`src/rtl/button_event_decoder_if.sv`:
```
// Button level in, single-cycle gesture events and busy flag out.
// The decoder drives the master side; the control logic takes the slave side.
interface button_event_decoder_if;
  logic btn_level;
  logic short_press;
  logic long_press;
  logic double_press;
  logic busy;

  modport master (
    input  btn_level,
    output short_press,
    output long_press,
    output double_press,
    output busy
  );

  modport slave (
    output btn_level,
    input  short_press,
    input  long_press,
    input  double_press,
    input  busy
  );
endinterface

```
`src/rtl/button_event_decoder.sv`:
```
// Turns a debounced button level into short/long/double press pulses, one per gesture.
// Pulses are registered one cycle after the deciding sample; the input is never stalled.
module button_event_decoder #(
  parameter int LONG_CYCLES = 100_000_000,
  parameter int GAP_CYCLES  = 30_000_000,
  parameter int CNT_W       = 27
) (
  input  logic                   clk,
  input  logic                   rst_n,
  button_event_decoder_if.master bus
);

  typedef enum logic [1:0] {
    IDLE         = 2'd0,
    PRESSED      = 2'd1,
    WAIT_SECOND  = 2'd2,
    WAIT_RELEASE = 2'd3
  } state_t;

  localparam logic [CNT_W-1:0] CNT_ONE   = CNT_W'(1);
  localparam logic [CNT_W-1:0] LONG_LAST = CNT_W'(LONG_CYCLES - 1);
  localparam logic [CNT_W-1:0] GAP_LAST  = CNT_W'(GAP_CYCLES - 1);

  state_t           state;
  logic [CNT_W-1:0] cnt;
  logic             btn_prev;
  logic             rise;

  // btn_prev resets high so a button held through reset is not seen as a new press.
  assign rise = bus.btn_level & ~btn_prev;

  always_ff @(posedge clk or negedge rst_n) begin
    if (!rst_n) begin
      state            <= IDLE;
      cnt              <= '0;
      btn_prev         <= 1'b1;
      bus.short_press  <= 1'b0;
      bus.long_press   <= 1'b0;
      bus.double_press <= 1'b0;
      bus.busy         <= 1'b0;
    end else begin
      btn_prev         <= bus.btn_level;
      bus.short_press  <= 1'b0;
      bus.long_press   <= 1'b0;
      bus.double_press <= 1'b0;
      case (state)
        IDLE: begin
          if (rise) begin
            state    <= PRESSED;
            cnt      <= CNT_ONE;
            bus.busy <= 1'b1;
          end
        end
        PRESSED: begin
          if (bus.btn_level) begin
            if (cnt == LONG_LAST) begin
              bus.long_press <= 1'b1;
              state          <= WAIT_RELEASE;
            end else begin
              cnt <= cnt + CNT_ONE;
            end
          end else begin
            state <= WAIT_SECOND;
            cnt   <= CNT_ONE;
          end
        end
        WAIT_SECOND: begin
          // A press on the timeout edge wins over the timeout.
          if (bus.btn_level) begin
            bus.double_press <= 1'b1;
            state            <= WAIT_RELEASE;
          end else if (cnt == GAP_LAST) begin
            bus.short_press <= 1'b1;
            state           <= IDLE;
            bus.busy        <= 1'b0;
          end else begin
            cnt <= cnt + CNT_ONE;
          end
        end
        WAIT_RELEASE: begin
          if (!bus.btn_level) begin
            state    <= IDLE;
            bus.busy <= 1'b0;
          end
        end
        default: begin
          state    <= IDLE;
          bus.busy <= 1'b0;
        end
      endcase
    end
  end

endmodule

```
`src/flat_wrapper.sv`:
```
// flat-port wrapper written by rule: the top's interface ports become plain ports
module button_event_decoder_flat 
#(
  parameter int LONG_CYCLES = 100_000_000,
  parameter int GAP_CYCLES  = 30_000_000,
  parameter int CNT_W       = 27
)
  (clk, rst_n, bus_btn_level, bus_short_press, bus_long_press, bus_double_press, bus_busy);
  button_event_decoder_if bus_i ();
  input  logic clk;
  input  logic rst_n;
  input wire logic [$bits(bus_i.btn_level)-1:0] bus_btn_level;
  output wire logic [$bits(bus_i.short_press)-1:0] bus_short_press;
  output wire logic [$bits(bus_i.long_press)-1:0] bus_long_press;
  output wire logic [$bits(bus_i.double_press)-1:0] bus_double_press;
  output wire logic [$bits(bus_i.busy)-1:0] bus_busy;
  assign bus_i.btn_level = bus_btn_level;
  assign bus_short_press = bus_i.short_press;
  assign bus_long_press = bus_i.long_press;
  assign bus_double_press = bus_i.double_press;
  assign bus_busy = bus_i.busy;
  button_event_decoder #(.LONG_CYCLES(LONG_CYCLES), .GAP_CYCLES(GAP_CYCLES), .CNT_W(CNT_W)) u_core (.clk(clk), .rst_n(rst_n), .bus(bus_i));
endmodule
```
`config.mk`:
```
export PLATFORM = sky130hd
export DESIGN_NAME = button_event_decoder_flat
export DESIGN_NICKNAME = d
export VERILOG_FILES = /design/src/rtl/button_event_decoder_if.sv /design/src/rtl/button_event_decoder.sv /design/src/flat_wrapper.sv
export SDC_FILE = /design/constraint.sdc
export NUM_CORES = 1
export LEC_CHECK = 0
export ABC_AREA = 1
export ABC_CLOCK_PERIOD_IN_PS = 2300
export BUFFER_PORTS_ARGS = -buffer_cell sky130_fd_sc_hd__buf_4
export CORE_UTILIZATION = 63
export DETAILED_ROUTE_END_ITERATION = 16
export GPL_TIMING_DRIVEN = 0
export PLACE_DENSITY = 0.79
export SETUP_SLACK_MARGIN = 0.15
export SLEW_MARGIN = 20
export SYNTH_ARGS = -nofsm -noshare
export SYNTH_HDL_FRONTEND = slang
export SYNTH_SLANG_ARGS = --single-unit
```
`constraint.sdc`:
```
create_clock -name clk -period 2.3 [get_ports clk]
set_clock_uncertainty 0.15 [all_clocks]
set_input_delay 0.115 -clock clk [delete_from_list [all_inputs] [get_ports clk]]
set_output_delay 0.115 -clock clk [all_outputs]
set_load 0.02 [all_outputs]
```
==> results.md <==
| Metric | Reported |
|---|---|
| Final setup viols | 0 |
| Synth-to-Final Area Change | 9.80% |
| Slew at the pin closest to its max-slew limit | 0.442 ns |
| Post-layout nets | 418 |
| Max-cap violation count | 0 |
| Std-Cell Rows | 22 |
| Reg-to-reg critical path endpoint | u_core.cnt[0] |
| Max Buffers Root-to-Sink | 2 |
| Headroom to the max-slew limit | 0.705 |
| Post-route ant nets | 0 |
| Total net switching power | 0.00101 W |
| Number of enable flip-flop cells after synthesis | 0 |
| R2R Setup Slk | 0.29 ns |
| Clock power frac | 0.197 |
| Wire length of the first global-routing pass | 10.2 mm |
| Clock input transition at the sequential cells of the worst setup and hold paths | 0.07 ns |
| Outcome | completed |
| Kind of start point of the critical path | flop |
| Diodes inserted | 0 |
| Num ports | 7 |
| Clock sink total | 34 |
| Antenna violations before repair | 0 |
| Xor and xnor fraction of the mapped netlist area | 0.0379 |
| Iter 0 DRT Violations | 234 |
| Fraction of layout cells with a size suffix above 1 | 0.146 |
| Lkg Pwr | 1.33 nW |
| Fillcell total | 332 |
| Seq cells post-synth | 34 |
| Synthesized area | 0.00254 mm^2 |
| Clock latency at the later pin of the worst-skew pair | 0.29 ns |
| Worst path setup slack after routing | 0.291 ns |
| Placed wire-length estimate | 4.33 mm |
| Async SR Flop Fraction | 1.00 |
| Vias post-DR | 2407 |
| Tightest Hold Check Type | input pin to asynchronous set/reset pin |
| Period minus WS final | 2.01 ns |
| Count of port buffers added during placement | 6 |
| CTS tree | built |
| Largest family of logic cells by synthesized area | simple AND/OR/NAND/NOR gates |
| Kind of end point of the critical path | flop |
| Syn nets | 400 |
| Total length of routed wires | 5.93 mm |
| Area of the die | 0.00429 mm^2 |
| Data required time of the worst path | 2.38 ns |
| Pre-antenna DRT Iters | 5 |
| Combinational fraction of design power | 0.508 |
| Area leader, netlist | sky130_fd_sc_hd__dfrtp_1 |
| Unrepaired setup endpoints after global routing | false |
| Clk root buf | sky130_fd_sc_hd__clkbuf_8 |
| Inserted Clock Buffers | 5 |
| Gr usage total | 0.314 |
| Total negative slack | 0 ns |
| Post-route clock period utilization | 0.873 |
| Post-synthesis average cell area | 6.50 um^2 |
| Worst R2R Start | u_core.cnt[0] |
| Internal cell power | 0.00135 W |
| Adder-Cell Fraction of Synth Area | 0.0295 |
| GR Overflow Total | 0 |
| Power density over the cells | 848 mW/mm^2 |
| Proportion of synthesized area in mux cells | 0 |
| Final-report hold violation count | 0 |
| Via count of the first global-routing pass | 2330 |
| Worst-case vdd ir drop | 0.000842 V |
| Cells on worst reg2reg path | 11 |
| Leading post-synthesis cells by instance count | 161 x sky130_fd_sc_hd__nand2_1, 72 x sky130_fd_sc_hd__nor2_1, 34 x sky130_fd_sc_hd__inv_1 |
| Count of warnings emitted by yosys | 0 |
| Core area | 0.00377 mm^2 |
| Fraction of post-synthesis cell area in the top cell type by area | 0.325 |
| Arrival time at the worst endpoint | 2.09 ns |
| RD Place Congestion | 0.955 |
| Number of levels the H-tree was split into | 2 |
| Post-synthesis share of cell area spent on and, or, nand and nor gates | 0.487 |
| Maximum number of pins on one net before global-route repair | 35 |
| Compound-Gate Fraction of Synth Area | 0.0261 |
| Fraction of power consumed by sequential logic | 0.295 |
| Post-Place Worst Slack | 0.0912 ns |
| Top post-synthesis cells by area | sky130_fd_sc_hd__dfrtp_1 32%, sky130_fd_sc_hd__nand2_1 24%, sky130_fd_sc_hd__nor2_1 11% |
| Detail-routed via count per cell | 5.26 |
| Remaining routing DRC violations | 0 |
| Initial standard-cell utilization of the core | 0.674 |
| Die height | 65.5 um |
| Most instantiated library cell after synthesis | sky130_fd_sc_hd__nand2_1 |
| Highest achievable clock rate | 498 MHz |
| Sequential element share of the synthesized area | 0.335 |
| Routed wire per std cell | 13.0 um |
| Main synth FF type | sky130_fd_sc_hd__dfrtp_1 |
| Max Slew Vio Count | 0 |
| Worst setup path class | flop to flop |
| Die Span X | 65.5 um |
| Synth Instances | 391 |
| Switching power as a share of total power | 0.428 |
| Unique masters post-synth | 32 |
| Hold WS | 0.159 ns |
| Worst Path Max Fanout | 10 |
==> logic make-up (layout without fill, tap and decap cells) <==
| family | Yosys count | in the layout |
|---|---|---|
| DFF | 34 | 34 |
| adders and majority gates | 6 | 6 |
| AOI/OAI and AO/OA | 11 | 11 |
| buffers and inverters | 44 | 63 |
| xor gates and xnor gates | 11 | 11 |
| and+or+nand+nor | 285 | 285 |
==> critical path: stages (launching register included) <==
cell	delay (ns)
sky130_fd_sc_hd__dfrtp_2	0.45
sky130_fd_sc_hd__ha_1	0.24
sky130_fd_sc_hd__inv_1	0.18
sky130_fd_sc_hd__nor2_8	0.07
sky130_fd_sc_hd__nand2_4	0.13
sky130_fd_sc_hd__nor2_4	0.06
sky130_fd_sc_hd__nand3_2	0.11
sky130_fd_sc_hd__nand2_2	0.08
sky130_fd_sc_hd__nor2_4	0.19
sky130_fd_sc_hd__buf_8	0.19
sky130_fd_sc_hd__nand2_2	0.06
sky130_fd_sc_hd__nand2_2	0.05
==> worst max-delay path by stage <==
stage               slack [ns]             end  depth (start not counted)             from
detailed placement        0.09  u_core.cnt[25]                          9  u_core.state[1]
global placement          0.15  u_core.cnt[25]                          9  u_core.state[1]
finish                    0.29   u_core.cnt[0]                         11    u_core.cnt[0]
global route              0.16  u_core.cnt[21]                         11    u_core.cnt[0]
floorplan                 0.41   u_core.cnt[0]                         10  u_core.state[0]
CTS                       0.19   u_core.cnt[0]                         10  u_core.state[0]
==> per-layer routing <==
| metal | vias up | track usage | wire, um | part of all wire |
|---|---|---|---|---|
| met5 | - | 0 | 0 | 0 |
| met4 | 0 | 0.144 | 140 | 0.024 |
| met3 | 19 | 0.0833 | 333 | 0.056 |
| met2 | 69 | 0.510 | 2760 | 0.47 |
| met1 | 1093 | 0.388 | 2700 | 0.45 |
| li1 | 1226 | - | - | - |
==> sequential cells by signal, indices dropped and copies added (netlist names) <==
name	count
u_core.cnt	27
u_core.state	2
u_core.btn_prev	1
u_core.bus.busy	1
u_core.bus.double_press	1
u_core.bus.long_press	1
u_core.bus.short_press	1
==> cells in the final DEF (no fill, tap or decap), types with 5 or more instances in the layout <==
cell type / n
sky130_fd_sc_hd__ha_1: 5
sky130_fd_sc_hd__nand2_1: 161
sky130_fd_sc_hd__inv_1: 34
sky130_fd_sc_hd__buf_4: 9
sky130_fd_sc_hd__nor2_1: 72
sky130_fd_sc_hd__clkbuf_8: 6
sky130_fd_sc_hd__nand2_2: 16
sky130_fd_sc_hd__dfrtp_1: 31
sky130_fd_sc_hd__xnor2_1: 6
sky130_fd_sc_hd__nand3_1: 16
sky130_fd_sc_hd__xor2_1: 5
==> per-stage QoR <==
step | total power, W | instance area [um^2] | cells | utilization
detailed placement | 0.00181 | 2650 | 445 | 0.702
floorplan | 0.00156 | 2540 | 391 | -
global route | 0.00252 | 2790 | 458 | 0.740
CTS | 0.00234 | 2780 | 457 | 0.737
finish | 0.00237 | 2790 | 458 | 0.740
global placement | 0.00179 | 2650 | 445 | 0.702
==> layout make-up <==
cell class	count	area (um^2)	share of cell area
Clock inverter	1	5.00	0.00179
Tap cell	48	60.1	0.0215
Timing Repair Buffer	11	87.6	0.0314
Sequential cell	34	855	0.306
Buffer	8	76.3	0.0274
Multi-Input combinational cell	313	1490	0.532
Clock buffer	7	86.3	0.0309
Inverter	36	135	0.0484
==> timing repair <==
item | 4_1_cts | 5_1_grt
hold endpoints to repair | 36 | 0
setup endpoints to repair | 24 | 26
buffers inserted | 2 | 1
resized for setup | 3 | 5
pin swaps | 1 | 1
hold buffers | 2 | 0
==> power by group through the flow <==
stage | clock (W) | combinational (W) | sequential, W
floorplan | 0 | 0.000848 | 0.000714
global placement | 0 | 0.00108 | 0.000710
detailed placement | 0 | 0.00110 | 0.000712
CTS | 0.000467 | 0.00117 | 0.000703
global route | 0.000497 | 0.00132 | 0.000704
finish | 0.000467 | 0.00120 | 0.000698
Power figures use the tool's default switching activity.
